**src/rtl/generic_io_dft_pkg.sv**
```systemverilog
// Shared definitions for the IO-DFT pattern source and the input-side MISR:
// FSM states, maximal-length LFSR tap masks and the zero-seed substitute.
package generic_io_dft_pkg;

  typedef enum logic [1:0] {
    ST_IDLE  = 2'd0,
    ST_ARMED = 2'd1,
    ST_RUN   = 2'd2,
    ST_DONE  = 2'd3
  } dft_state_e;

  // Loaded instead of an all-zero seed, which would lock the LFSR up.
  localparam logic [31:0] LFSR_ZERO_SUB = 32'h0000_0001;

  // Fibonacci tap masks (bit i set = stage i feeds the XOR), maximal length.
  function automatic logic [31:0] lfsr_taps(input int unsigned w);
    logic [31:0] m;
    case (w)
      2:       m = 32'h0000_0003;
      3:       m = 32'h0000_0006;
      4:       m = 32'h0000_000C;
      5:       m = 32'h0000_0014;
      6:       m = 32'h0000_0030;
      7:       m = 32'h0000_0060;
      8:       m = 32'h0000_00B8;
      9:       m = 32'h0000_0110;
      10:      m = 32'h0000_0240;
      11:      m = 32'h0000_0500;
      12:      m = 32'h0000_0829;
      13:      m = 32'h0000_100D;
      14:      m = 32'h0000_2015;
      15:      m = 32'h0000_6000;
      16:      m = 32'h0000_D008;
      17:      m = 32'h0001_2000;
      18:      m = 32'h0002_0400;
      19:      m = 32'h0004_0023;
      20:      m = 32'h0009_0000;
      21:      m = 32'h0014_0000;
      22:      m = 32'h0030_0000;
      23:      m = 32'h0042_0000;
      24:      m = 32'h00E1_0000;
      25:      m = 32'h0120_0000;
      26:      m = 32'h0200_0023;
      27:      m = 32'h0400_0013;
      28:      m = 32'h0900_0000;
      29:      m = 32'h1400_0000;
      30:      m = 32'h2000_0029;
      31:      m = 32'h4800_0000;
      32:      m = 32'h8020_0003;
      default: m = 32'h0000_0000;
    endcase
    return m;
  endfunction

endpackage

```
**src/rtl/crg_sync2.sv**
```systemverilog
// Two-flop synchronizer cell for single-bit asynchronous control inputs.
module crg_sync2 (
  input  logic clk_i,
  input  logic rst_n_i,
  input  logic d_i,
  output logic q_o
);

  logic meta_q;
  logic sync_q;

  always_ff @(posedge clk_i or negedge rst_n_i) begin
    if (!rst_n_i) begin
      meta_q <= 1'b0;
      sync_q <= 1'b0;
    end else begin
      meta_q <= d_i;
      sync_q <= meta_q;
    end
  end

  assign q_o = sync_q;

endmodule

```
**src/rtl/generic_io_dft_lfsr.sv**
```systemverilog
// generic_lfsr: Fibonacci LFSR shifting toward the MSB, with seed load
// (load wins over advance) and a run-time tap mask.
module generic_lfsr
  import generic_io_dft_pkg::*;
#(
  parameter int unsigned W = 8
) (
  input  logic         clk_i,
  input  logic         rst_n_i,
  input  logic         load_i,
  input  logic         adv_i,
  input  logic [W-1:0] seed_i,
  input  logic [W-1:0] taps_i,
  output logic [W-1:0] lfsr_o
);

  localparam logic [W-1:0] ZERO_SUB = LFSR_ZERO_SUB[W-1:0];

  logic [W-1:0] lfsr_q;
  logic [W-1:0] lfsr_d;
  logic [W-1:0] seed_fix;
  logic         fb;

  assign seed_fix = (seed_i == '0) ? ZERO_SUB : seed_i;
  assign fb       = ^(lfsr_q & taps_i);

  always_comb begin
    lfsr_d = lfsr_q;
    if (load_i) begin
      lfsr_d = seed_fix;
    end else if (adv_i) begin
      lfsr_d = {lfsr_q[W-2:0], fb};
    end
  end

  // Reset uses the substitute constant; IDLE reloads the real seed before
  // the pattern is ever selected onto the output.
  always_ff @(posedge clk_i or negedge rst_n_i) begin
    if (!rst_n_i) begin
      lfsr_q <= ZERO_SUB;
    end else begin
      lfsr_q <= lfsr_d;
    end
  end

  assign lfsr_o = lfsr_q;

endmodule

```
**src/rtl/generic_io_dft_out.sv**
```systemverilog
// Output-side IO-DFT pattern source: drives an LFSR pattern into the output
// IO register under BootCFG (synchronized) or ATE (synchronous) control.
module generic_io_dft_out
  import generic_io_dft_pkg::*;
#(
  parameter int unsigned IO_DFT_OUT_DW = 8,
  parameter int unsigned LFSR_DW       = 8,
  parameter int unsigned PAT_CNT_W     = 16
) (
  input  logic                     func_clk,
  input  logic                     func_rst_n,
  input  logic [LFSR_DW-1:0]       bcfg_io_dft_out_lfsr_seed,
  input  logic                     bcfg_io_dft_out_ate_en,
  input  logic                     bcfg_io_dft_out_en,
  input  logic                     bcfg_io_dft_out_start,
  input  logic [PAT_CNT_W-1:0]     bcfg_io_dft_out_pat_num,
  output logic [PAT_CNT_W-1:0]     bcfg_io_dft_out_pat_cnt,
  output logic                     bcfg_io_dft_out_done,
  input  logic                     io_dft_out_en,
  input  logic                     io_dft_out_start,
  input  logic [IO_DFT_OUT_DW-1:0] func_datap_in,
  output logic [IO_DFT_OUT_DW-1:0] func_datap_io_reg_d,
  output logic                     io_dft_out_active
);

  localparam logic [31:0] TAPS_FULL = lfsr_taps(LFSR_DW);

  logic                     en_sync, start_sync, en_eff, start_eff;
  dft_state_e               state_q, state_d;
  logic [PAT_CNT_W-1:0]     cnt_q, cnt_d, cnt_inc;
  logic                     done_q, done_d;
  logic                     lfsr_load, lfsr_adv, adv_last;
  logic [LFSR_DW-1:0]       lfsr_val;
  logic [IO_DFT_OUT_DW-1:0] dout_q, dout_d;
  logic                     active_q, active_d;

  crg_sync2 u_sync_en (
    .clk_i   (func_clk),
    .rst_n_i (func_rst_n),
    .d_i     (bcfg_io_dft_out_en),
    .q_o     (en_sync)
  );

  crg_sync2 u_sync_start (
    .clk_i   (func_clk),
    .rst_n_i (func_rst_n),
    .d_i     (bcfg_io_dft_out_start),
    .q_o     (start_sync)
  );

  assign en_eff    = bcfg_io_dft_out_ate_en ? io_dft_out_en    : en_sync;
  assign start_eff = bcfg_io_dft_out_ate_en ? io_dft_out_start : start_sync;

  assign cnt_inc  = cnt_q + 1'b1;
  assign adv_last = (bcfg_io_dft_out_pat_num != '0) && (cnt_inc == bcfg_io_dft_out_pat_num);

  always_comb begin
    state_d  = state_q;
    cnt_d    = cnt_q;
    lfsr_adv = 1'b0;
    case (state_q)
      ST_IDLE: begin
        cnt_d = '0;
        if (en_eff) state_d = ST_ARMED;
      end
      ST_ARMED, ST_RUN: begin
        if (start_eff) begin
          lfsr_adv = 1'b1;
          cnt_d    = (&cnt_q) ? cnt_q : cnt_inc;
          state_d  = adv_last ? ST_DONE : ST_RUN;
        end else begin
          state_d = ST_ARMED;
        end
      end
      ST_DONE: state_d = ST_DONE;
      default: state_d = ST_IDLE;
    endcase
    // Dropping enable overrides everything, including a same-edge start drop.
    if (!en_eff) begin
      state_d  = ST_IDLE;
      cnt_d    = '0;
      lfsr_adv = 1'b0;
    end
  end

  assign lfsr_load = (state_q == ST_IDLE) || !en_eff;
  assign done_d    = (state_d == ST_DONE);
  assign active_d  = (state_q != ST_IDLE);
  assign dout_d    = active_d ? lfsr_val[IO_DFT_OUT_DW-1:0] : func_datap_in;

  generic_lfsr #(.W(LFSR_DW)) u_lfsr (
    .clk_i   (func_clk),
    .rst_n_i (func_rst_n),
    .load_i  (lfsr_load),
    .adv_i   (lfsr_adv),
    .seed_i  (bcfg_io_dft_out_lfsr_seed),
    .taps_i  (TAPS_FULL[LFSR_DW-1:0]),
    .lfsr_o  (lfsr_val)
  );

  always_ff @(posedge func_clk or negedge func_rst_n) begin
    if (!func_rst_n) begin
      state_q  <= ST_IDLE;
      cnt_q    <= '0;
      done_q   <= 1'b0;
      dout_q   <= '0;
      active_q <= 1'b0;
    end else begin
      state_q  <= state_d;
      cnt_q    <= cnt_d;
      done_q   <= done_d;
      dout_q   <= dout_d;
      active_q <= active_d;
    end
  end

  assign bcfg_io_dft_out_pat_cnt = cnt_q;
  assign bcfg_io_dft_out_done    = done_q;
  assign func_datap_io_reg_d     = dout_q;
  assign io_dft_out_active       = active_q;

endmodule
```
**config.mk**
```make
export PLATFORM = sky130hd
export DESIGN_NAME = generic_io_dft_out
export DESIGN_NICKNAME = d
export VERILOG_FILES = /design/src/rtl/generic_io_dft_pkg.sv /design/src/rtl/crg_sync2.sv /design/src/rtl/generic_io_dft_lfsr.sv /design/src/rtl/generic_io_dft_out.sv
export SDC_FILE = /design/constraint.sdc
export NUM_CORES = 1
export LEC_CHECK = 0
export ABC_CLOCK_PERIOD_IN_PS = 2100
export CAP_MARGIN = 20
export CORE_ASPECT_RATIO = 0.9
export CORE_MARGIN = 3
export CORE_UTILIZATION = 44
export DETAILED_ROUTE_END_ITERATION = 16
export HOLD_SLACK_MARGIN = 0.05
export PLACE_DENSITY_LB_ADDON = 0.2
export SLEW_MARGIN = 20
export SYNTH_ARGS = -nofsm -noshare
export SYNTH_HDL_FRONTEND = slang
export SYNTH_HIERARCHICAL = 1
export SYNTH_SLANG_ARGS = --single-unit
```
**constraint.sdc**
```tcl
create_clock -name func_clk -period 2.1 [get_ports func_clk]
set_input_delay 0.315 -clock func_clk [delete_from_list [all_inputs] [get_ports func_clk]]
set_output_delay 0.315 -clock func_clk [all_outputs]
set_load 0.05 [all_outputs]
```
# After elaboration in Yosys (flattened, before gate mapping)
# Cells that the tools add are included.
[classes] mux=17 n_addsub=1 eq_ne=8 reduce_logical=12
[op_table] cell="16-bit two-way mux" count=3
[op_table] cell="8-bit two-way mux" count=4
[op_table] cell="16-bit one-hot mux with 2 select lines" count=1
[op_table] cell="16-bit by 1-bit adder with 16-bit output, second input constant" count=1
[op_table] cell="16-bit == test" count=1
[op_table] cell="16-bit AND reduction" count=1
[op_table] cell="16-bit nonzero test" count=1
[op_table] cell="8-bit zero test" count=1
[op_table] cell="8-bit parity" count=1
[op_table] cell="2-bit == test, second input constant" count=3
[op_table] cell="1-bit two-way mux" count=6
[op_table] cell="3-bit inequality test, second input constant" count=2
[op_table] cell="2-bit one-hot mux with 3 select lines" count=1
[op_table] cell="2-bit two-way mux" count=2
[op_table] cell="2-bit nonzero test" count=2
[op_table] cell="3-bit by 1-bit inequality test with 1-bit output, second input constant" count=1
[op_table] cell="3-bit AND reduction" count=1
[op_table] cell="2-bit by 1-bit == test with 1-bit output, second input constant" count=1
[op_table] cell="2-bit zero test" count=1
[op_table] cell="2-bit OR reduction" count=1
[op_table] cell="1-bit logical AND" count=1
[op_table] cell="1-bit zero test" count=1
[op_table] cell="1-bit logical OR" count=1
[word_totals] out_inout_bits=26 input_bits=39 elab_cells=48 regBits=40

# Logic depth before layout (Yosys ltp)
# Gate-level depths: netlist of run 1.
[depth] depth_word=8 depth_mapped=9 depth_no_buf=8

# Modules after synthesis
# The synthesis of run 1 kept the hierarchy.
[by_module_without_submodules] module="generic_io_dft_out" cells_each=211 seq_area_each_um2=700.7 area_each_um2=1936.9 n_inst=1
[by_module_without_submodules] module="generic_lfsr" cells_each=52 seq_area_each_um2=201.4 area_each_um2=471.7 n_inst=1
[by_module_without_submodules] module="crg_sync2" cells_each=2 seq_area_each_um2=50.0 area_each_um2=50.0 n_inst=2

# Worst setup path before layout of run 1
# OpenSTA, ideal clock, no wires.
[synth_timing] kind="register to register" from="reg cnt_q[0], in the netlist bcfg_io_dft_out_pat_cnt[0]" to="reg done_q, in the netlist bcfg_io_dft_out_done" required_time_ns=2.024 setup_time_ns=0.076 path_slack_ns=-0.529 synth_period_minus_slack_ns=2.629 path_buffers=1 path_stages_with_launch=8 t_arrival_ns=2.553 path_cell_list="dfrtp_1 buf_2 nand4_2 nor4_1 mux2_2 a2111oi_0 nand4_1 o21ai_1"
[synth_between] elab_chain_len=8
[synth_rtl] element="start: declaration" line="generic_io_dft_out.sv:30" text="logic [PAT_CNT_W-1:0] cnt_q, cnt_d, cnt_inc;"
[synth_rtl] element="start signal: assignment" line="generic_io_dft_out.sv:110" text="cnt_q <= cnt_d;"
[synth_rtl] element="16-bit by 1-bit adder with 16-bit output" line="generic_io_dft_out.sv:54" text="assign cnt_inc = cnt_q + 1'b1;"
[synth_rtl] element="16-bit == test" line="generic_io_dft_out.sv:55" text="assign adv_last = (bcfg_io_dft_out_pat_num != '0) && (cnt_inc == bcfg_io_dft_out_pat_num);"
[synth_rtl] element="1-bit logical AND" line="generic_io_dft_out.sv:55"
[synth_rtl] element="1-bit two-way mux" line="generic_io_dft_out.sv:70" text="state_d = adv_last ? ST_DONE : ST_RUN;"
[synth_rtl] element="2-bit two-way mux" line="generic_io_dft_out.sv:67" text="if (start_eff) begin"
[synth_rtl] element="2-bit one-hot mux with 3 select lines" line="generic_io_dft_out.sv:61" text="case (state_q)"
[synth_rtl] element="2-bit two-way mux" line="generic_io_dft_out.sv:79" text="if (!en_eff) begin"
[synth_rtl] element="2-bit == test" line="generic_io_dft_out.sv:87" text="assign done_d = (state_d == ST_DONE);"
[synth_rtl] element="named net done_d" line="generic_io_dft_out.sv:31" text="logic done_q, done_d;"
[synth_rtl] element="end signal: assignment" line="generic_io_dft_out.sv:111" text="done_q <= done_d;"
[synth_rtl] element="end: declaration" line="generic_io_dft_out.sv:31"
# The timed path passes the listed nets, and every way through them passes these cells.
# A chain may end at the register's enable or synchronous reset.

# Worst setup path in the final report of run 1
[layout_timing] from="reg cnt_q[12], in the netlist bcfg_io_dft_out_pat_cnt[12]" to="reg cnt_q[9], in the netlist bcfg_io_dft_out_pat_cnt[9]"
[layout_between] elab_chain_len=3
[layout_rtl] element="16-bit AND reduction" line="generic_io_dft_out.sv:69" text="cnt_d = (&cnt_q) ? cnt_q : cnt_inc;"
[layout_rtl] element="3-bit inequality test (no source line)"
[layout_rtl] element="3-bit AND reduction (no source line)"
# No other way between the ends.

==> flow_summary.toml, run 1 <==
[global_routing]
grt_pass1_vias = 2326
grt.total_usage_pct = 21.4
grt_max_degree = 28
antenna_found_initial = 0
gr-total-overflow = 0
grt_pass1_wl_microns = 11200

[timing]
setup_tns_ns = -0.0106
fin_crit_sh_pct = 100
rsz0062_at_grt = "true"
relSlewSlack_pct = 56.3
worst_slack_ns = -0.00706
worst_clock_skew_ns = 0.00457
tightest_slew_ns = 0.656
fmax_ghz = 0.475
setup_viol_count_final = 2
finalMaxSlewViolations = 0
layout_min_cycle_time_ns = 2.11
finalHoldViolCount = 0

[clocking]
cts.path.max_buffers = 2
numCtsBuffers = 5
clk-insertion-delay-late_ns = 0.30
cts-root-buf = "clkbuf_8"
cts_tree = "yes"
hold_buffers = 0
htreeDepth = 2
cts.sink_count = 40
clk_transition_reported_paths_ns = 0.08

[critical_path]
critPathCaptureType = "register"
start_kind = "register"
rr_startpoint = "bcfg_io_dft_out_pat_cnt[12]"
reg2reg_setup_slack_ns = -0.007
reg2reg_to = "bcfg_io_dft_out_pat_cnt[9]"
worstPathArrival_ns = 2.29
worst-path-max-fanout = 16
cp_data_required_time_ns = 2.28
crit_type = "reg -> reg"
reg2reg_depth = 9

[power_and_ir_drop]
power.internal_mw = 1.53
pwr-share-seq_pct = 39.5
switching_share_pct = 30.9
powerDensity_nw_per_um2 = 576
irDropWorstVdd_mv = 0.437
p_comb_share_pct = 30.0
power_frac_clock_pct = 30.5
leakage_nw = 1.60
switching_power_uw = 686

[status]
status = "complete, but fails checks"
violations = "negative setup slack"

[route]
drtIter0Drc = 161
wirelength_microns = 7040
dr.pass1.iters = 4
ant_nets = 0
wl_per_cell_microns = 15.8
drc = 0
num_vias = 2394
drt-vias-per-instance = 5.37

[die]
rows = 25
initial_core_util_pct = 46.6
io_pins = 65
die_height_microns = 77.6
die_area_sq_um = 6640
die_w_microns = 85.6
core_area_sq_um = 5380

[layout]
final_nets = 420
layout_commonest_cell = "clkdlybuf4s50_1"
layout_common_cells = "63 x clkdlybuf4s50_1, 45 x buf_4, 25 x nand2_1, 25 x dfrtp_1, 21 x xnor2_1"
drive_above_1_share_pct = 26.9
num_antenna_cells = 0
syn_to_final_growth_pct = 53.6

[yosys]
async_reset_ff_share_pct = 100
yosysWarnings = 6
ys.flop_type = "dfrtp_1"
syn-mean-instance-area_sq_um = 9.40
yosysSeqAreaShare_pct = 40.0
yosys_register_bits = 40
synthesis.area_sq_um = 2510
ys_types = 54
synth_cells = 267
synth_edf_count = 0

[placed_design]
place_worst_setup_slack_ns = -0.189
place_congestion = 0.972
port_buffers = 64
dp_hpwl_microns = 5280

[min_path]
hp-class = "in -> async"

[run]
maxCapViolations = 0
-- per-layer routing --
metal / wire [microns] / vias up / share of wire (%) / global-route usage (%)
li1: - / 1185 / - / -
met1: 3230 / 1130 / 46 / 30.2
met2: 3350 / 65 / 48 / 32.9
met3: 337 / 14 / 4.8 / 4.67
met4: 127 / 0 / 1.8 / 5.85
met5: 0 / - / 0 / 0
-- final cells by class --
class	count	area, sq um
Multi-Input combinational cell	210	1580
Sequential cell	40	1020
Clock buffer	6	82.6
Fill cell	415	1530
Inverter	10	37.5
Timing Repair Buffer	111	1010
Clock inverter	2	38.8
Tap cell	67	83.8
-- power groups by stage --
stage | Sequential (mW) | Clock, mW | Combinational [mW]
final | 0.876 | 0.676 | 0.666
after global routing | 0.886 | 0.724 | 0.716
after CTS | 0.876 | 0.696 | 0.646
after detailed placement | 0.890 | 0 | 0.640
after global placement | 0.890 | 0 | 0.629
after floorplan | 0.999 | 0 | 0.255
-- kinds of logic after synthesis --
group	count (synthesis)	share of synthesized area (%)
AND/OR/NAND/NOR	95	21.6
AO/OA/AOI/OAI	59	15.4
flip-flops	40	40.0
XOR/XNOR	27	9.43
buffers and inverters	23	4.19
multiplexers	18	7.63
adder cells (fa/ha/maj)	3	1.50
other	2	0.299
-- worst max-delay path, cell delays in order (launching register included) --
cell	delay (ns)
dfrtp_2	0.40
nand4_1	0.17
buf_4	0.20
nor4_4	0.31
buf_4	0.19
nand3_4	0.09
a221oi_4	0.31
buf_12	0.18
o21ai_1	0.09
o41ai_2	0.06
-- state kept, by name (all words and copies together), names as in the netlist --
| signal | flops |
|---|---|
| bcfg_io_dft_out_done | 1 |
| u_sync_en/q_o | 1 |
| bcfg_io_dft_out_pat_cnt | 16 |
| u_lfsr/lfsr_o | 8 |
| io_dft_out_active | 1 |
| u_sync_en/meta_q | 1 |
| u_sync_start/q_o | 1 |
| func_datap_io_reg_d | 8 |
| state_q | 2 |
| u_sync_start/meta_q | 1 |
-- Yosys cell counts, types with 6 or more instances --
cell type | instances | area, sq um
buf_2 | 6 | 30.0
dfrtp_1 | 39 | 976
inv_1 | 10 | 37.5
mux2_2 | 9 | 101
mux2i_1 | 9 | 90.1
nand2_1 | 25 | 93.8
nand3_1 | 6 | 30.0
nor2_1 | 18 | 67.6
nor4_1 | 10 | 62.6
o21ai_0 | 23 | 115
o21ai_1 | 10 | 50.1
xnor2_1 | 21 | 184
xor2_1 | 6 | 52.6
-- through the flow --
stage	utilization, %	hold slack (ns)	instances	area, sq um	total power [mW]
after floorplan	-	0.0194	273	2630	1.25
after global placement	67.1	0.342	433	3610	1.52
after detailed placement	67.1	0.338	433	3610	1.53
after CTS	69.6	0.0531	441	3740	2.22
after global routing	71.6	0.0688	446	3850	2.33
final	71.6	0.0363	446	3850	2.22
-- timing repair --
action,4_1_cts,5_1_grt
setup endpoints to repair,2,15
pin swaps,0,4
setup buffers,0,5
resized for setup,2,19
-- worst max path at each step --
stage,startpoint,cells after the start,slack [ns],to
2_1_floorplan,bcfg_io_dft_out_pat_cnt[1],9,-0.02,bcfg_io_dft_out_pat_cnt[6]
3_3_place_gp,bcfg_io_dft_out_ate_en,8,-0.06,bcfg_io_dft_out_done
3_5_place_dp,bcfg_io_dft_out_ate_en,6,-0.19,bcfg_io_dft_out_pat_cnt[9]
4_1_cts,bcfg_io_dft_out_pat_cnt[1],7,0.003,bcfg_io_dft_out_done
5_1_grt,bcfg_io_dft_out_pat_cnt[12],9,-0.08,bcfg_io_dft_out_pat_cnt[13]
6_report,bcfg_io_dft_out_pat_cnt[12],9,-0.007,bcfg_io_dft_out_pat_cnt[9]
Note: power is estimated with default switching activity, not from simulation.
==> run 2: changes to the inputs <==
--- a/config.mk
+++ b/config.mk
@@ -9,9 +9,9 @@
 export CAP_MARGIN = 20
 export CORE_ASPECT_RATIO = 0.9
 export CORE_MARGIN = 3
-export CORE_UTILIZATION = 44
+export CORE_UTILIZATION = 45
+export CTS_BUF_LIST = sky130_fd_sc_hd__clkbuf_8
 export DETAILED_ROUTE_END_ITERATION = 16
-export HOLD_SLACK_MARGIN = 0.05
 export PLACE_DENSITY_LB_ADDON = 0.2
 export SLEW_MARGIN = 20
 export SYNTH_ARGS = -nofsm -noshare
==> flow_summary.toml, run 2 (synthesis results as in run 1) <==
[critical_path]
crit_type = "reg -> reg"
rr_startpoint = "bcfg_io_dft_out_pat_cnt[0]"
reg2reg_depth = 8
crit_start = "bcfg_io_dft_out_pat_cnt[0]"
slowest_stage = "dfrtp_2"
cp_data_required_time_ns = 2.32
slowest_delay_ns = 0.49
worstPathArrival_ns = 2.23
reg2reg_to = "bcfg_io_dft_out_done"
crit_chain = "ha_4 -> buf_4 -> xnor2_1 -> a221oi_2 -> o32ai_1 -> nor4_1 -> nand4_1 -> o21ai_1"
critPathCaptureType = "register"
start_kind = "register"
reg2reg_setup_slack_ns = 0.08
worst-path-max-fanout = 8

[clocking]
cts_tree = "yes"
htreeDepth = 2
cts.sink_count = 40
clk-insertion-delay-late_ns = 0.29
cts-root-buf = "clkbuf_8"
cts.path.max_buffers = 2
hold_buffers = 0
numCtsBuffers = 5
clk_transition_reported_paths_ns = 0.08

[timing]
relSlewSlack_pct = 65.0
rsz0062_at_grt = "true"
setup_tns_ns = 0
whs_ns = -0.00540
fmax_ghz = 0.496
finalHoldViolCount = 11
tightest_slew_ns = 0.524
layout_min_cycle_time_ns = 2.02
worst_clock_skew_ns = 0.00984
setup_viol_count_final = 0
worst_slack_ns = 0.0832
finalMaxSlewViolations = 0
fin_crit_sh_pct = 96.0

[layout]
instances_no_fill = 443
num_antenna_cells = 0
fin_area_sq_um = 3780
layout_commonest_cell = "clkdlybuf4s50_1"
drive_above_1_share_pct = 27.1
largest_register_ffs = 16
final_nets = 417
layout_common_cells = "63 x clkdlybuf4s50_1, 42 x buf_4, 25 x dfrtp_1"
syn_to_final_growth_pct = 50.6
nFillCells = 419

[route]
drc = 0
wl_met1_microns = 3180
wl_per_cell_microns = 16.1
ant_nets = 0
wl_met3_microns = 451
dr.pass1.iters = 4
wirelength_microns = 7130
num_vias = 2423
drt-vias-per-instance = 5.47
top_layer = "met4"
dr_wl_met2_microns = 3430
drtIter0Drc = 156

[global_routing]
grt_max_degree = 22
grt_pass1_wl_microns = 11700
grt_pass1_vias = 2431
antenna_found_initial = 0
gr-total-overflow = 0
grt.total_usage_pct = 22.4

[die]
io_pins = 65
die_height_microns = 76.8
core_area_sq_um = 5320
rows = 25
die_w_microns = 84.7
initial_core_util_pct = 47.2
die_area_sq_um = 6510

[placed_design]
place_worst_setup_slack_ns = -0.191
place_congestion = 0.975
dp_hpwl_microns = 5380
place_area_sq_um = 3590
dp.cells = 430
port_buffers = 64

[min_path]
hp-class = "in -> async"

[power_and_ir_drop]
powerDensity_nw_per_um2 = 533
irDropWorstVdd_mv = 0.492
leakage_nw = 1.55
finalPower_mw = 2.01

[status]
status = "complete, but fails checks"
violations = "negative hold slack"

[run]
maxCapViolations = 0
run 2: cell type report:
class	count	area [sq um]	share of cell area [%]
Clock buffer	5	68.8	1.82
Timing Repair Buffer	108	991	26.2
Clock inverter	3	12.5	0.331
Tap cell	67	83.8	2.22
Multi-Input combinational cell	210	1570	41.4
Inverter	10	37.5	0.993
Sequential cell	40	1020	27.0
run 2: worst max-delay path: cells and delay by family (launching register included):
| kind | cells | cell delay [ns] |
|---|---|---|
| AO/OA/AOI/OAI | 3 | 0.62 |
| XOR/XNOR | 1 | 0.13 |
| adder cells (fa/ha/maj) | 1 | 0.21 |
| buffers and inverters | 1 | 0.14 |
| flip-flops | 1 | 0.49 |
| AND/OR/NAND/NOR | 2 | 0.35 |
run 2: stage by stage:
step | utilization [%] | hold WS (ns)
6_report | 71.1 | -0.00540
5_1_grt | 71.1 | 0.0129
4_1_cts | 69.1 | 0.00576
3_5_place_dp | 67.5 | 0.325
3_3_place_gp | 67.5 | 0.309
2_1_floorplan | - | 0.0194
run 2: layer usage:
layer / global-route usage (%) / vias to the layer above
met1: 31.3 / 1163
met5: 0 / -
met2: 35.6 / 81
met3: 5.05 / 6
met4: 4.59 / 0
li1: - / 1173
run 2: worst max-delay path by stage:
stage,cells past startpoint,end
floorplan,9,bcfg_io_dft_out_pat_cnt[6]
global placement,6,bcfg_io_dft_out_pat_cnt[11]
detailed placement,6,bcfg_io_dft_out_pat_cnt[9]
CTS,7,bcfg_io_dft_out_done
global route,8,bcfg_io_dft_out_done
finish,8,bcfg_io_dft_out_done
run 2: where the power goes:
part,internal [mW],switching (mW)
Sequential,0.834,0.0428
Combinational,0.297,0.352
Clock,0.224,0.265
run 2: what timing repair did:
action | 4_1_cts | 5_1_grt
pin swaps | 0 | 3
endpoints found under the setup margin | 1 | 17
setup buffers | 0 | 5
cloned | 0 | 0
resized for setup | 1 | 15
